**config.mk**
```make
export PLATFORM = sky130hd
export DESIGN_NAME = nios2_oci_dct_ctrl
export DESIGN_NICKNAME = d
export VERILOG_FILES = /design/src/rtl/nios2_oci_trace_pkg.sv /design/src/rtl/nios2_oci_frame_reg.sv /design/src/rtl/nios2_oci_dct_ctrl.sv
export SDC_FILE = /design/constraint.sdc
export NUM_CORES = 1
export LEC_CHECK = 0
export BUFFER_PORTS_ARGS = -buffer_cell sky130_fd_sc_hd__clkbuf_2
export CAP_MARGIN = 10
export CORE_UTILIZATION = 40
export CTS_CLUSTER_SIZE = 28
export DETAILED_ROUTE_END_ITERATION = 10
export PLACE_DENSITY = 0.57
export SLEW_MARGIN = 20
export SYNTH_ARGS = -nofsm -noshare
export SYNTH_HDL_FRONTEND = slang
export SYNTH_HIERARCHICAL = 1
export SYNTH_SLANG_ARGS = --single-unit
```
**constraint.sdc**
```tcl
create_clock -name clk -period 3.2 [get_ports clk]
set_input_delay 0.16 -clock clk [delete_from_list [all_inputs] [get_ports clk]]
set_output_delay 0.16 -clock clk [all_outputs]
set_load 0.005 [all_outputs]
```
**src/rtl/nios2_oci_trace_pkg.sv**
```systemverilog
// Shared constants and types for the Nios II OCI trace path.
package nios2_oci_trace_pkg;

  localparam int DCT_DEPTH = 15;
  localparam int CODE_W    = 2;
  localparam int BUF_W     = DCT_DEPTH * CODE_W;
  localparam int CNT_W     = 4;
  localparam int FT_W      = 2;
  localparam int FRAME_W   = 36;

  localparam logic [CNT_W-1:0] DCT_CNT_FULL = 4'd15;
  localparam logic [CNT_W-1:0] DCT_CNT_LAST = 4'd14;

  localparam logic [FT_W-1:0] DCT_FT_NORMAL = 2'b01;
  localparam logic [FT_W-1:0] DCT_FT_FLUSH  = 2'b10;
  localparam logic [FT_W-1:0] DCT_FT_LOSS   = 2'b11;

  typedef enum logic [1:0] {
    ST_ACCUM      = 2'd0,
    ST_FULL_WAIT  = 2'd1,
    ST_FLUSH_WAIT = 2'd2
  } dct_state_t;

endpackage

```
**src/rtl/nios2_oci_frame_reg.sv**
```systemverilog
// Single-entry valid/ready output register holding one packed trace frame.
module nios2_oci_frame_reg
  import nios2_oci_trace_pkg::*;
(
  input  logic               clk,
  input  logic               reset,
  input  logic               load,
  input  logic [FRAME_W-1:0] load_data,
  input  logic               frame_ready,
  output logic               frame_valid,
  output logic [FRAME_W-1:0] frame_data
);

  logic               valid_q, valid_d;
  logic [FRAME_W-1:0] data_q, data_d;

  // Load only happens when the slot is free, so it always wins over a drain.
  always_comb begin
    valid_d = valid_q;
    data_d  = data_q;
    if (load) begin
      valid_d = 1'b1;
      data_d  = load_data;
    end else if (frame_ready) begin
      valid_d = 1'b0;
    end else begin
      valid_d = valid_q;
    end
  end

  // Slot state; reset discards any pending frame.
  always_ff @(posedge clk) begin
    if (reset) begin
      valid_q <= 1'b0;
      data_q  <= '0;
    end else begin
      valid_q <= valid_d;
      data_q  <= data_d;
    end
  end

  assign frame_valid = valid_q;
  assign frame_data  = data_q;

endmodule

```
**src/rtl/nios2_oci_dct_ctrl.sv**
```systemverilog
// DCT code packer and frame sequencer between the OCI itrace unit and trace FIFO.
module nios2_oci_dct_ctrl
  import nios2_oci_trace_pkg::*;
(
  input  logic               clk,
  input  logic               reset,
  input  logic               trc_on,
  input  logic               dct_valid,
  input  logic [CODE_W-1:0]  dct_code,
  input  logic               flush_req,
  output logic               flush_done,
  output logic               frame_valid,
  input  logic               frame_ready,
  output logic [FRAME_W-1:0] frame_data,
  output logic [BUF_W-1:0]   dct_buffer,
  output logic [CNT_W-1:0]   dct_count,
  output logic               overflow
);

  dct_state_t       state_q, state_d;
  logic [BUF_W-1:0] buf_q, buf_d;
  logic [CNT_W-1:0] cnt_q, cnt_d;
  logic             lost_q, lost_d;
  logic             pend_q, pend_d;
  logic             trc_prev_q, trc_prev_d;
  logic             done_q, done_d;
  logic             ovf_q, ovf_d;

  logic               flush_evt, code_in, out_free;
  logic [BUF_W-1:0]   packed_buf, fresh_buf;
  logic [CNT_W-1:0]   fresh_cnt;
  logic               load;
  logic [FT_W-1:0]    load_type, final_type;
  logic [BUF_W-1:0]   load_buf;
  logic [CNT_W-1:0]   load_cnt;
  logic [FRAME_W-1:0] load_data;

  assign flush_evt  = flush_req | (trc_prev_q & ~trc_on);
  assign code_in    = trc_on & dct_valid;
  assign out_free   = ~frame_valid | frame_ready;
  assign packed_buf = {buf_q[BUF_W-CODE_W-1:0], dct_code};
  // A code arriving on a wait/flush handoff starts the next buffer.
  assign fresh_buf  = code_in ? {{(BUF_W-CODE_W){1'b0}}, dct_code} : {BUF_W{1'b0}};
  assign fresh_cnt  = code_in ? 4'd1 : 4'd0;

  // Next-state, packing and frame capture decisions.
  always_comb begin
    state_d    = state_q;
    buf_d      = buf_q;
    cnt_d      = cnt_q;
    lost_d     = lost_q;
    pend_d     = pend_q;
    trc_prev_d = trc_on;
    done_d     = 1'b0;
    ovf_d      = 1'b0;
    load       = 1'b0;
    load_type  = DCT_FT_NORMAL;
    load_buf   = buf_q;
    load_cnt   = cnt_q;
    case (state_q)
      ST_ACCUM: begin
        if (flush_evt && (cnt_q != 4'd0)) begin
          if (out_free) begin
            load      = 1'b1;
            load_type = DCT_FT_FLUSH;
            done_d    = 1'b1;
            buf_d     = fresh_buf;
            cnt_d     = fresh_cnt;
          end else begin
            state_d = ST_FLUSH_WAIT;
            if (code_in) begin
              buf_d = packed_buf;
              cnt_d = cnt_q + 4'd1;
            end else begin
              buf_d = buf_q;
            end
          end
        end else begin
          done_d = flush_evt;
          if (code_in && (cnt_q == DCT_CNT_LAST)) begin
            if (out_free) begin
              load     = 1'b1;
              load_buf = packed_buf;
              load_cnt = DCT_CNT_FULL;
              buf_d    = {BUF_W{1'b0}};
              cnt_d    = 4'd0;
            end else begin
              state_d = ST_FULL_WAIT;
              buf_d   = packed_buf;
              cnt_d   = DCT_CNT_FULL;
            end
          end else if (code_in) begin
            buf_d = packed_buf;
            cnt_d = cnt_q + 4'd1;
          end else begin
            buf_d = buf_q;
          end
        end
      end
      ST_FULL_WAIT: begin
        if (out_free) begin
          load    = 1'b1;
          done_d  = pend_q | flush_evt;
          pend_d  = 1'b0;
          state_d = ST_ACCUM;
          buf_d   = fresh_buf;
          cnt_d   = fresh_cnt;
        end else begin
          pend_d = pend_q | flush_evt;
          ovf_d  = code_in;
          lost_d = lost_q | code_in;
        end
      end
      ST_FLUSH_WAIT: begin
        if (out_free) begin
          load      = 1'b1;
          load_type = DCT_FT_FLUSH;
          done_d    = 1'b1;
          state_d   = ST_ACCUM;
          buf_d     = fresh_buf;
          cnt_d     = fresh_cnt;
        end else if (code_in && (cnt_q == DCT_CNT_FULL)) begin
          ovf_d  = 1'b1;
          lost_d = 1'b1;
        end else if (code_in) begin
          buf_d = packed_buf;
          cnt_d = cnt_q + 4'd1;
        end else begin
          buf_d = buf_q;
        end
      end
      default: begin
        state_d = ST_ACCUM;
      end
    endcase
    // Loss marking overrides the frame type and re-arms on capture.
    if (load) begin
      lost_d = 1'b0;
    end else begin
      lost_d = lost_d;
    end
  end

  assign final_type = lost_q ? DCT_FT_LOSS : load_type;
  assign load_data  = {final_type, load_cnt, load_buf};

  // Sequencer state, packing buffer and registered status pulses.
  always_ff @(posedge clk) begin
    if (reset) begin
      state_q    <= ST_ACCUM;
      buf_q      <= '0;
      cnt_q      <= '0;
      lost_q     <= 1'b0;
      pend_q     <= 1'b0;
      trc_prev_q <= 1'b0;
      done_q     <= 1'b0;
      ovf_q      <= 1'b0;
    end else begin
      state_q    <= state_d;
      buf_q      <= buf_d;
      cnt_q      <= cnt_d;
      lost_q     <= lost_d;
      pend_q     <= pend_d;
      trc_prev_q <= trc_prev_d;
      done_q     <= done_d;
      ovf_q      <= ovf_d;
    end
  end

  nios2_oci_frame_reg u_frame_reg (
    .clk         (clk),
    .reset       (reset),
    .load        (load),
    .load_data   (load_data),
    .frame_ready (frame_ready),
    .frame_valid (frame_valid),
    .frame_data  (frame_data)
  );

  assign dct_buffer = buf_q;
  assign dct_count  = cnt_q;
  assign flush_done = done_q;
  assign overflow   = ovf_q;

endmodule

```
Word level (Yosys, flattened, before mapping)

Cells that the tools add are included.

Add/subtract/negate cells: 1
Multiply operators: 0
Divide/modulo/power cells: 0
$lt $le $gt $ge: 0
Equal/unequal tests: 13
Shifts and indexed selects: 0
Mux-type cells: 56
Bitwise operators: 8
Reductions and logical operators: 13

Operator list:

| operator                                                               | count |
|---|---|
| 30-bit 2-to-1 mux                                                      | 12 |
| 30-bit case mux with 3 select lines                                    | 1 |
| 4-bit 2-to-1 mux                                                       | 12 |
| 2-bit 2-to-1 mux                                                       | 9 |
| 1-bit 2-to-1 mux                                                       | 15 |
| 3-bit inequality test (second input constant)                          | 4 |
| 4-bit case mux with 3 select lines                                     | 1 |
| 4-bit equality test (second input constant)                            | 2 |
| 2-bit inequality test (second input constant)                          | 4 |
| 2-bit case mux with 2 select lines                                     | 2 |
| 4-bit AND reduction                                                    | 2 |
| 1-bit case mux with 2 select lines                                     | 3 |
| 4-bit by 1-bit adder with 4-bit output (second input constant)         | 1 |
| 1-bit OR                                                               | 4 |
| 2-bit nonzero test                                                     | 2 |
| 4-bit nonzero test                                                     | 1 |
| 2-bit OR reduction                                                     | 2 |
| 1-bit logical AND                                                      | 3 |
| 1-bit case mux with 3 select lines                                     | 1 |
| 3-bit AND reduction                                                    | 1 |
| 3-bit nonzero test                                                     | 1 |
| 1-bit AND                                                              | 2 |
| 2-bit by 1-bit equality test with 1-bit output (second input constant) | 1 |
| 2-bit equality test (second input constant)                            | 1 |
| other kinds (3)                                                        | 4 |

Bits in registers: 78
Bits in latches: 0
Bits in writable memories: 0
Memory bits (read-only): 0
Memories: 0

Longest topological paths before layout

Gate-level depths: netlist of the first run.

Word-level depth: 7
Mapped depth: 10

Hierarchy

Netlist of the first run, hierarchy kept.

By module, submodules not included:

| module              | times used | cells each | area an instance (um^2) | seq. area each (um^2) |
|---|---|---|---|---|
| nios2_oci_dct_ctrl  | 1          | 448        | 3,724.8                 | 820.8 |
| nios2_oci_frame_reg | 1          | 120        | 1,341.3                 | 740.7 |

Worst setup path after synthesis of the first run

No wires, ideal clock.

Path kind: reg2reg
From: reg cnt_q[0] (netlist: dct_count[0])
To: reg u_frame_reg.data_q[21] (netlist: u_frame_reg/frame_data[21])
Arrival time: 2,144 ps
Data required time: 3,072 ps
Setup slack: 929 ps
Stages on the path, launching flop included: 11
Buffers on the path: 2
Cells stage by stage: dfxtp_1 > inv_1 > ha_1 > nor3b_2 > o21ba_2 > o21ai_0 > a211oi_1 > buf_6 > buf_12 > mux2i_1 > nor2_1

Longest elaborated chain between the ends: 5
Elaborated cells on any way between the ends: 10

RTL lines:

| element                              | line                      | RTL |
|---|---|---|
| start: declaration                   | nios2_oci_dct_ctrl.sv:22  | `logic [CNT_W-1:0] cnt_q, cnt_d;` |
| start signal: assignment             | nios2_oci_dct_ctrl.sv:161 | `cnt_q <= cnt_d;` |
| 4-bit equality test                  | nios2_oci_dct_ctrl.sv:80  | `if (code_in && (cnt_q == DCT_CNT_LAST)) begin` |
| 1-bit logical AND                    | nios2_oci_dct_ctrl.sv:80  |  |
| 1-bit 2-to-1 mux                     | nios2_oci_dct_ctrl.sv:80  |  |
| 1-bit 2-to-1 mux *                   | nios2_oci_dct_ctrl.sv:62  | `if (flush_evt && (cnt_q != 4'd0)) begin` |
| 1-bit case mux with 2 select lines * | nios2_oci_dct_ctrl.sv:60  | `case (state_q)` |
| named net load                       | nios2_oci_dct_ctrl.sv:32  | `logic load;` |
| end signal: assignment               | nios2_oci_frame_reg.sv:38 | `data_q <= data_d;` |
| end: declaration                     | nios2_oci_frame_reg.sv:15 | `logic [FRAME_W-1:0] data_q, data_d;` |

Mark *: on every way through the listed nets, which the timed path passes. The rest lies on a longest branch.
A chain may end at the register's enable or synchronous reset.

Final worst setup path of the first run

From: reg cnt_q[0] (netlist: dct_count[0])
To: reg u_frame_reg.data_q[18] (netlist: u_frame_reg/frame_data[18])

Same word-level chain as after synthesis.

==> results of run 1 <==
-- worst max-delay path, cell delays in order (launching register included) --
cell	delay (ns)
dfxtp_1	0.48
inv_1	0.15
ha_1	0.21
nor3b_2	0.16
o21ba_2	0.26
o21ai_0	0.14
a211oi_4	0.30
buf_4	0.39
mux2i_1	0.24
nor2_1	0.06
-- cell type report --
| class | instances | area share (%) |
|---|---|---|
| flip-flops and latches | 78 | 27.2 |
| inverters | 7 | 0.457 |
| well taps | 168 | 3.66 |
| clock inverters | 3 | 0.349 |
| multi-input cells | 426 | 53.9 |
| clock buffers | 12 | 4.47 |
| repair buffers | 100 | 10.0 |
-- layer usage --
layer	up-vias	wire length (um)	track usage, %
li1	2215	-	-
met1	2251	6640	29.3
met2	158	6780	36.0
met3	16	729	5.03
met4	0	206	8.57
met5	-	0	0
-- kinds of logic after synthesis --
| logic type | Yosys count | synth area share (%) |
|---|---|---|
| AO/OA/AOI/OAI | 202 | 27.1 |
| adder cells (fa/ha/maj) | 7 | 1.73 |
| buffers and inverters | 64 | 8.52 |
| flip-flops | 78 | 30.8 |
| multiplexers | 69 | 15.9 |
| AND/OR/NAND/NOR | 148 | 15.9 |
-- how the worst max path moves through the flow --
stage	from	end	depth (start not counted)	slack [ns]
4_1_cts	dct_count[0]$_SDFFE_PP0P_	u_frame_reg/frame_data[18]$_SDFFE_PP0P_	9	0.67
5_1_grt	dct_count[0]$_SDFFE_PP0P_	u_frame_reg/frame_data[18]$_SDFFE_PP0P_	9	0.52
3_5_place_dp	dct_count[0]$_SDFFE_PP0P_	u_frame_reg/frame_data[14]$_SDFFE_PP0P_	9	0.68
2_1_floorplan	dct_count[0]$_SDFFE_PP0P_	u_frame_reg/frame_data[21]$_SDFFE_PP0P_	10	0.93
3_3_place_gp	state_q[0]$_SDFFE_PP0P_	dct_buffer[20]$_SDFFE_PP0P_	8	0.79
6_report	dct_count[0]$_SDFFE_PP0P_	u_frame_reg/frame_data[18]$_SDFFE_PP0P_	9	0.63
-- flip-flops by register name, summed over array words and instances (netlist names) --
register and cells:
dct_buffer 30, dct_count 4, flush_done 1, lost_q 1, overflow 1, pend_q 1
state_q 2, trc_prev_q 1, u_frame_reg/frame_data 36, u_frame_reg/frame_valid 1
-- synthesized netlist by cell type, drive strengths merged, types with 24 or more instances --
cell and n:
a21oi 37, and2 24, and3 25, buf 34, dfxtp 78, mux2 30, mux2i 39, nor2 63
o211ai 26, o21ai 59
-- report_power, final --
part | leakage (nW) | internal (mW) | switching (mW)
Clock | 0.131 | 0.562 | 0.406
Sequential | 0.630 | 1.01 | 0.0484
Combinational | 1.57 | 0.322 | 0.510
Total | 2.33 | 1.90 | 0.964
-- metrics by stage --
stage	utilization, %	cell area (um^2)	setup WS, ns	hold slack [ns]	std cells
2_1_floorplan	-	5070	0.929	0.342	568
3_3_place_gp	45.0	5470	0.792	0.471	779
3_5_place_dp	45.0	5470	0.679	0.475	779
4_1_cts	47.2	5740	0.667	0.114	794
5_1_grt	47.2	5740	0.518	0.145	794
6_report	47.2	5740	0.631	0.123	794
==> impl_metrics.csv, run 1 <==
group,metric,value,unit
outcome,status,"completed",
power,p_per_area,498,nW/um^2
min_path,min_path_cells,3,
grt,grt.total_usage,22.4,%
cells_and_area,drive_gt1_share,25.2,%
synthesis,yosysTopAreaCell,"dfxtp_1",
grt,grt-ovfl-total,0,
power,peakVddDrop,0.295,mV
synthesis,yosysSeqAreaShare,30.8,%
clock_tree,clk_latency,0.34,ns
min_path,hold_end,"u_frame_reg/frame_valid$_SDFFE_PP0P_",
cells_and_area,regArea,1560,um^2
routing,vias_per_cell,5.84,
floorplanning,coreArea,12200,um^2
cells_and_area,antennaDiodeCount,0,
grt,grt_start_max_net_pins,53,
synthesis,synth_top_area_share,30.8,%
routing,vias,4640,
worst_setup_path,required,3.39,ns
sta,relSlewSlack,36.5,%
synthesis,synthTopCellsByArea,"dfxtp_1 31%, mux2i_1 7.7%, mux2_4 5.9%, o21ai_0 5.2%, nor2_1 4.6%",
synthesis,ys_types,63,
routing,drt_iter0_drc,329,
clock_tree,cts_tree,"yes",
sta,fmax,0.389,GHz
worst_setup_path,cp_max_fo,20,
sta,period_needed,2.57,ns
floorplanning,placementRows,40,
worst_setup_path,r2r_end,"u_frame_reg/frame_data[18]$_SDFFE_PP0P_",
grt,grt_pass1_vias,4428,
worst_setup_path,r2r-start,"dct_count[0]$_SDFFE_PP0P_",
worst_setup_path,end_kind,"register",
clock_tree,root_buffer,"clkbuf_16",
sta,setup_tns,0,ns
routing,routedWlPerCell,18.1,um
floorplanning,dieWidth,115,um
synthesis,syn_nets,583,
synthesis,yosys_warnings,6,
synthesis,ys_seq_elements,78,
synthesis,synthCells,568,
clock_tree,clkTransAtPathRegs,0.06,ns
min_path,min-delay-start,"frame_ready",
synthesis,synth_edf_count,0,
cells_and_area,fin_nets,637,
sta,finClkSkew,0.00698,ns
routing,dr.pass1.iters,5,
synthesis,synth_area,5070,um^2
routing,drcViolationCount,0,
power,p_leak,2.33,nW
power,power,2.86,mW
job,max-cap-violations,0,
sta,min_period_over_period,80.3,%
min_path,hold_class,"in -> reg",
clock_tree,cts_setup_buffers,0,
clock_tree,cts_sinks,78,
floorplanning,io_pins,81,
clock_tree,post_cts_resized,0,
routing,antenna_left,0,
synthesis,synth_flop_cell,"dfxtp_1",
synthesis,avgSynthCellArea,8.92,um^2
worst_setup_path,worstPathArrival,2.76,ns
sta,slew_viol_final,0,
worst_setup_path,crit_type,"reg -> reg",
sta,rsz0062_at_grt,"false",
sta,finalSetupViolCount,0,
cells_and_area,multi_input_area,3090,um^2
worst_setup_path,rr_worst_depth,9,
placed_design,port-buffer-count,80,
grt,grt_pass1_wl,23200,um
floorplanning,initial_core_util,41.7,%
clock_tree,cts_hold_buffers,0,
floorplanning,die_y,115,um
sta,max_slew.worst_pin.slew,0.953,ns
placed_design,gp_congestion,0.856,
cells_and_area,final_common_cell,"clkbuf_2",
clock_tree,numCtsBuffers,9,
routing,drt-total-wl,14400,um
cells_and_area,final_cell_mix,"80 x clkbuf_2, 78 x dfxtp_1, 62 x nor2_1",
placed_design,dp_hpwl,9070,um
grt,antenna_found_initial,0,
cells_and_area,nFillCells,1175,
synthesis,async_flop_share,0,%
clock_tree,htreeDepth,3,
worst_setup_path,r2r_slack,0.63,ns
clock_tree,clockBufferDepth,2,
cells_and_area,area_growth,13.4,%
floorplanning,dieArea,13100,um^2
sta,hold_viol,0,
worst_setup_path,cp-start-kind,"register",
No activity file was read; power rests on OpenSTA's default activity.
==> inputs of run 2 (changes only) <==
==> constraint.sdc (replaced) <==
create_clock -name clk -period 2.55 [get_ports clk]
set_input_delay 0.1275 -clock clk [delete_from_list [all_inputs] [get_ports clk]]
set_output_delay 0.1275 -clock clk [all_outputs]
set_load 0.005 [all_outputs]
==> run 2 against run 1 <==
Net effect: combinational power increased by 27%; critical path depth unchanged; final cell count increased by 0.38%; non-clock buffer count increased by 2; utilization increased by 0.81 points; register-to-register slack got worse by 0.41 ns; via count decreased by 1.4%; total power increased by 36%; sequential share of layout area decreased by 0.46 points; global-route usage decreased by 0.61 points; highest routed layer unchanged.
==> impl_metrics.csv, run 2 (same netlist as run 1, synthesis figures left out) <==
group,metric,value,unit
outcome,status,"completed",
routing,vias,4575,
floorplanning,dieArea,13100,um^2
worst_setup_path,crit_type,"reg -> reg",
routing,drcViolationCount,0,
routing,dr.pass1.iters,5,
sta,worst_slack,0.226,ns
sta,setup_tns,0,ns
cells_and_area,final_common_cell,"clkbuf_2",
clock_tree,clkTransAtPathRegs,0.06,ns
min_path,min-delay-start,"frame_ready",
clock_tree,post_cts_resized,0,
power,power_frac_seq,34.0,%
min_path,min_path_cells,3,
sta,hold_viol,0,
power,p_clk_share,38.8,%
power,switchingPower,1.22,mW
floorplanning,dieWidth,115,um
routing,antenna_left,0,
clock_tree,cts_hold_buffers,0,
sta,rsz0062_at_grt,"false",
clock_tree,numCtsBuffers,9,
power,p_int,2.68,mW
sta,period_needed,2.32,ns
sta,max_slew.worst_pin.slew,0.657,ns
worst_setup_path,cp_max_fo,13,
job,max-cap-violations,0,
cells_and_area,antennaDiodeCount,0,
worst_setup_path,worstPathArrival,2.55,ns
cells_and_area,largest_reg_flops,36,
min_path,hold_end,"u_frame_reg/frame_valid$_SDFFE_PP0P_",
cells_and_area,fin_nets,639,
floorplanning,placementRows,40,
power,power,3.90,mW
grt,antenna_found_initial,0,
placed_design,port-buffer-count,80,
power,p_leak,2.39,nW
min_path,hold_class,"in -> reg",
sta,slew_viol_final,0,
sta,relSlewSlack,56.2,%
power,switching_share,31.2,%
worst_setup_path,required,2.78,ns
power,power_frac_comb,27.3,%
clock_tree,clk_latency,0.35,ns
clock_tree,htreeDepth,3,
power,peakVddDrop,0.399,mV
power,p_per_area,667,nW/um^2
clock_tree,root_buffer,"clkbuf_16",
cells_and_area,final_cell_mix,"80 x clkbuf_2, 78 x dfxtp_1, 62 x nor2_1",
grt,grt_pass1_vias,4325,
floorplanning,initial_core_util,41.7,%
grt,grt_pass1_wl,22500,um
floorplanning,die_y,115,um
placed_design,gp_congestion,0.862,
floorplanning,io_pins,81,
cells_and_area,drive_gt1_share,25.8,%
worst_setup_path,end_kind,"register",
worst_setup_path,r2r_slack,0.23,ns
clock_tree,cts_tree,"yes",
routing,drt_iter0_drc,294,
worst_setup_path,r2r_end,"u_frame_reg/frame_data[26]$_SDFFE_PP0P_",
sta,min_period_over_period,91.1,%
worst_setup_path,cp-start-kind,"register",
routing,drt-total-wl,13700,um
sta,finClkSkew,0.00847,ns
clock_tree,cts_sinks,78,
clock_tree,clockBufferDepth,2,
placed_design,dp_hpwl,8890,um
sta,fmax,0.430,GHz
clock_tree,cts_setup_buffers,0,
grt,grt.total_usage,21.8,%
cells_and_area,area_growth,15.3,%
worst_setup_path,rr_worst_depth,9,
grt,grt_start_max_net_pins,53,
placed_design,place_area,5500,um^2
routing,routedWlPerCell,17.1,um
sta,finalSetupViolCount,0,
worst_setup_path,r2r-start,"dct_count[1]$_SDFFE_PP0P_",
placed_design,dpl_worst_slack,0.245,ns
cells_and_area,design_area,5840,um^2
routing,vias_per_cell,5.74,
floorplanning,coreArea,12200,um^2
grt,grt-ovfl-total,0,
## run 2: changes by cell type in the layout (fill, tap and decap cells not counted)
| cell | before | now |
|---|---|---|
| clkbuf_1 | 1 | 0 |
| clkbuf_8 | 2 | 1 |
| clkinvlp_4 | 2 | 0 |
| clkinv_4 | 0 | 1 |
| clkinv_2 | 1 | 2 |
| bufinv_16 | 0 | 3 |
| buf_4 | 18 | 19 |
| buf_12 | 2 | 3 |
## run 2: worst max path at each step
stage | startpoint | to | slack (ns)
detailed placement | dct_count[1]$_SDFFE_PP0P_ | u_frame_reg/frame_data[26]$_SDFFE_PP0P_ | 0.25
CTS | dct_count[1]$_SDFFE_PP0P_ | u_frame_reg/frame_data[26]$_SDFFE_PP0P_ | 0.22
floorplan | dct_count[0]$_SDFFE_PP0P_ | u_frame_reg/frame_data[21]$_SDFFE_PP0P_ | 0.28
global placement | dct_count[1]$_SDFFE_PP0P_ | u_frame_reg/frame_data[30]$_SDFFE_PP0P_ | 0.30
finish | dct_count[1]$_SDFFE_PP0P_ | u_frame_reg/frame_data[26]$_SDFFE_PP0P_ | 0.23
global route | dct_count[1]$_SDFFE_PP0P_ | u_frame_reg/frame_data[25]$_SDFFE_PP0P_ | 0.05
## run 2: power by group through the flow
stage	registers [mW]	clock network (mW)	logic (mW)
5_1_grt	1.33	1.59	1.16
3_3_place_gp	1.35	0	1.06
3_5_place_dp	1.35	0	1.06
6_report	1.32	1.51	1.06
2_1_floorplan	1.35	0	0.875
4_1_cts	1.32	1.54	1.07
## run 2: metrics by stage
stage	utilization (%)	instances	hold slack, ns
2_1_floorplan	-	568	0.309
6_report	48.0	797	0.0849
3_5_place_dp	45.2	781	0.442
5_1_grt	48.0	797	0.110
4_1_cts	48.0	797	0.0762
3_3_place_gp	45.2	781	0.432
## run 2: layer usage
layer | vias up | part of all wire, % | wire, um | global-route usage [%]
li1 | 2220 | - | - | -
met1 | 2196 | 49 | 6680 | 29.8
met2 | 146 | 45 | 6150 | 34.0
met3 | 13 | 4.7 | 640 | 3.81
met4 | 0 | 1.4 | 192 | 8.66
met5 | - | 0 | 0 | 0
## run 2: critical path, cell delays in order, from the launching register on
cell,delay [ns]
dfxtp_1,0.44
inv_1,0.07
ha_1,0.18
nor3b_2,0.16
o21ba_2,0.26
o21ai_0,0.15
a211oi_4,0.35
buf_4,0.30
mux2i_1,0.23
nor2_1,0.06
## run 2: final cells by class
class | instances | area [um^2]
multi-input combinational | 426 | 3090
timing repair buffer | 102 | 603
clock inverter | 6 | 109
fill | 1199 | 6320
clock buffer | 10 | 239
sequential | 78 | 1560
tap | 168 | 210
inverter | 7 | 26.3
==> inputs of run 3 (changes only) <==
--- a/config.mk
+++ b/config.mk
@@ -7,10 +7,13 @@
 export LEC_CHECK = 0
 export BUFFER_PORTS_ARGS = -buffer_cell sky130_fd_sc_hd__clkbuf_2
 export CAP_MARGIN = 10
-export CORE_UTILIZATION = 40
+export CELL_PAD_IN_SITES_DETAIL_PLACEMENT = 2
+export CELL_PAD_IN_SITES_GLOBAL_PLACEMENT = 2
+export CORE_UTILIZATION = 35
 export CTS_CLUSTER_SIZE = 28
 export DETAILED_ROUTE_END_ITERATION = 10
-export PLACE_DENSITY = 0.57
+export PLACE_DENSITY = 0.78
+export SETUP_SLACK_MARGIN = 0.3
 export SLEW_MARGIN = 20
 export SYNTH_ARGS = -nofsm -noshare
 export SYNTH_HDL_FRONTEND = slang
==> run 3 against run 2 <==
Net effect: total power up 6.6%; worst setup slack better by 0.073 ns; largest power group is now combinational logic; wire length up 40%; count of clock-buffer cells in the layout down 1; clock power down 11%; final cell count up 3.3%; flip-flop and latch count unchanged.
==> impl_metrics.csv, run 3 (same netlist as run 1, synthesis figures left out) <==
group,metric,value,unit
outcome,status,"completed",
placed_design,dp_hpwl,11600,um
routing,routedWlPerCell,23.2,um
worst_setup_path,cp-start-kind,"register",
sta,min_period_over_period,88.3,%
worst_setup_path,crit_type,"reg -> reg",
grt,antenna_found_initial,0,
routing,antenna_left,0,
sta,max_slew.worst_pin.slew,0.784,ns
worst_setup_path,critPathCapture,"u_frame_reg/frame_data[10]$_SDFFE_PP0P_",
power,power,4.15,mW
grt,grt_pass1_vias,5175,
routing,drcViolationCount,0,
clock_tree,clockBufferDepth,2,
worst_setup_path,rr_worst_depth,10,
min_path,hold_class,"in -> reg",
floorplanning,coreArea,14000,um^2
cells_and_area,final_cell_mix,"79 x clkbuf_2, 75 x dfxtp_1, 61 x nor2_1",
cells_and_area,fin_nets,653,
worst_setup_path,r2r_slack,0.30,ns
worst_setup_path,r2r_end,"u_frame_reg/frame_data[10]$_SDFFE_PP0P_",
floorplanning,dieWidth,122,um
floorplanning,placementRows,43,
floorplanning,initial_core_util,36.2,%
job,max-cap-violations,0,
sta,hold_viol,0,
sta,rsz0062_at_grt,"true",
worst_setup_path,required,2.77,ns
cells_and_area,antennaDiodeCount,0,
routing,drt-total-wl,19100,um
clock_tree,htreeDepth,3,
clock_tree,cts_tree,"yes",
sta,worst_slack,0.298,ns
worst_setup_path,end_kind,"register",
cells_and_area,final_common_cell,"clkbuf_2",
routing,vias_per_cell,5.84,
grt,grt-ovfl-total,0,
placed_design,gp_congestion,0.876,
clock_tree,numCtsBuffers,9,
clock_tree,cts_sinks,78,
power,p_leak,2.45,nW
floorplanning,io_pins,81,
worst_setup_path,critPathLaunch,"dct_count[0]$_SDFFE_PP0P_",
cells_and_area,postLayoutCoreUtil,43.3,%
clock_tree,clkTransAtPathRegs,0.06,ns
clock_tree,clk_latency,0.36,ns
cells_and_area,largest_reg_flops,36,
sta,fmax,0.444,GHz
sta,finClkSkew,0.00571,ns
sta,slew_viol_final,0,
cells_and_area,drive_gt1_share,28.6,%
cells_and_area,area_growth,19.5,%
routing,vias,4807,
grt,grt.total_usage,25.0,%
sta,relSlewSlack,47.7,%
sta,finalSetupViolCount,0,
placed_design,port-buffer-count,80,
grt,grt_pass1_wl,28500,um
routing,drt_iter0_drc,276,
power,p_per_area,686,nW/um^2
floorplanning,dieArea,15000,um^2
power,peakVddDrop,0.303,mV
placed_design,dpl_worst_slack,0.133,ns
worst_setup_path,r2r-start,"dct_count[0]$_SDFFE_PP0P_",
clock_tree,root_buffer,"clkbuf_16",
worst_setup_path,cp_max_fo,7,
sta,period_needed,2.25,ns
grt,grt_start_max_net_pins,53,
floorplanning,die_y,122,um
worst_setup_path,worstPathArrival,2.48,ns
routing,dr.pass1.iters,4,
sta,setup_tns,0,ns
-- run 3: worst min-delay path by stage --
stage	from	to	slack, ns	depth (start not counted)
global route	frame_ready	u_frame_reg/frame_valid$_SDFFE_PP0P_	0.14	3
finish	frame_ready	u_frame_reg/frame_valid$_SDFFE_PP0P_	0.11	3
CTS	frame_ready	u_frame_reg/frame_valid$_SDFFE_PP0P_	0.09	3
detailed placement	frame_ready	u_frame_reg/frame_valid$_SDFFE_PP0P_	0.47	3
global placement	frame_ready	u_frame_reg/frame_valid$_SDFFE_PP0P_	0.44	3
floorplan	frame_ready	u_frame_reg/frame_valid$_SDFFE_PP0P_	0.31	2
-- run 3: repair_timing --
item	in CTS	in global routing
setup buffers	6	2
pin swaps	1	4
resized for setup	6	19
setup endpoints to repair	41	44
cloned	1	2
hold buffers	0	0
-- run 3: cell type report --
class	instances	area, um^2
sequential	78	1570
inverter	7	26.3
clock inverter	7	73.8
fill	1528	7930
tap	180	225
timing repair buffer	116	795
multi-input combinational	426	3140
clock buffer	9	225
-- run 3: through the flow --
stage               hold slack (ns)  area (um^2)  std cells
floorplan                     0.309         5070        568
global placement              0.443         5530        796
detailed placement            0.465         5530        796
CTS                          0.0947         5910        819
global route                  0.139         6060        823
finish                        0.108         6060        823
-- run 3: power by group --
group          internal (mW)  leakage, nW  switching (mW)  total [mW]
Sequential              1.27        0.631          0.0576        1.33
Clock                  0.760        0.134           0.585        1.34
Combinational          0.636         1.69           0.843        1.48
-- run 3: critical path, cell delays in order, from the launching register on --
cell and delay, ns:
dfxtp_2 0.34, inv_2 0.08, ha_1 0.20, nand3_4 0.19, nor2_4 0.23, o21ai_4 0.08
a211oi_4 0.30, buf_6 0.20, buf_12 0.16, mux2i_1 0.23, nor2_1 0.09
-- run 3: per-layer routing --
layer,up-vias,GRT usage (%),part of all wire [%]
li1,2228,-,-
met2,127,42.9,50
met4,0,11.7,1.9
met3,24,3.39,4.2
met1,2428,30.8,44
met5,-,0,0
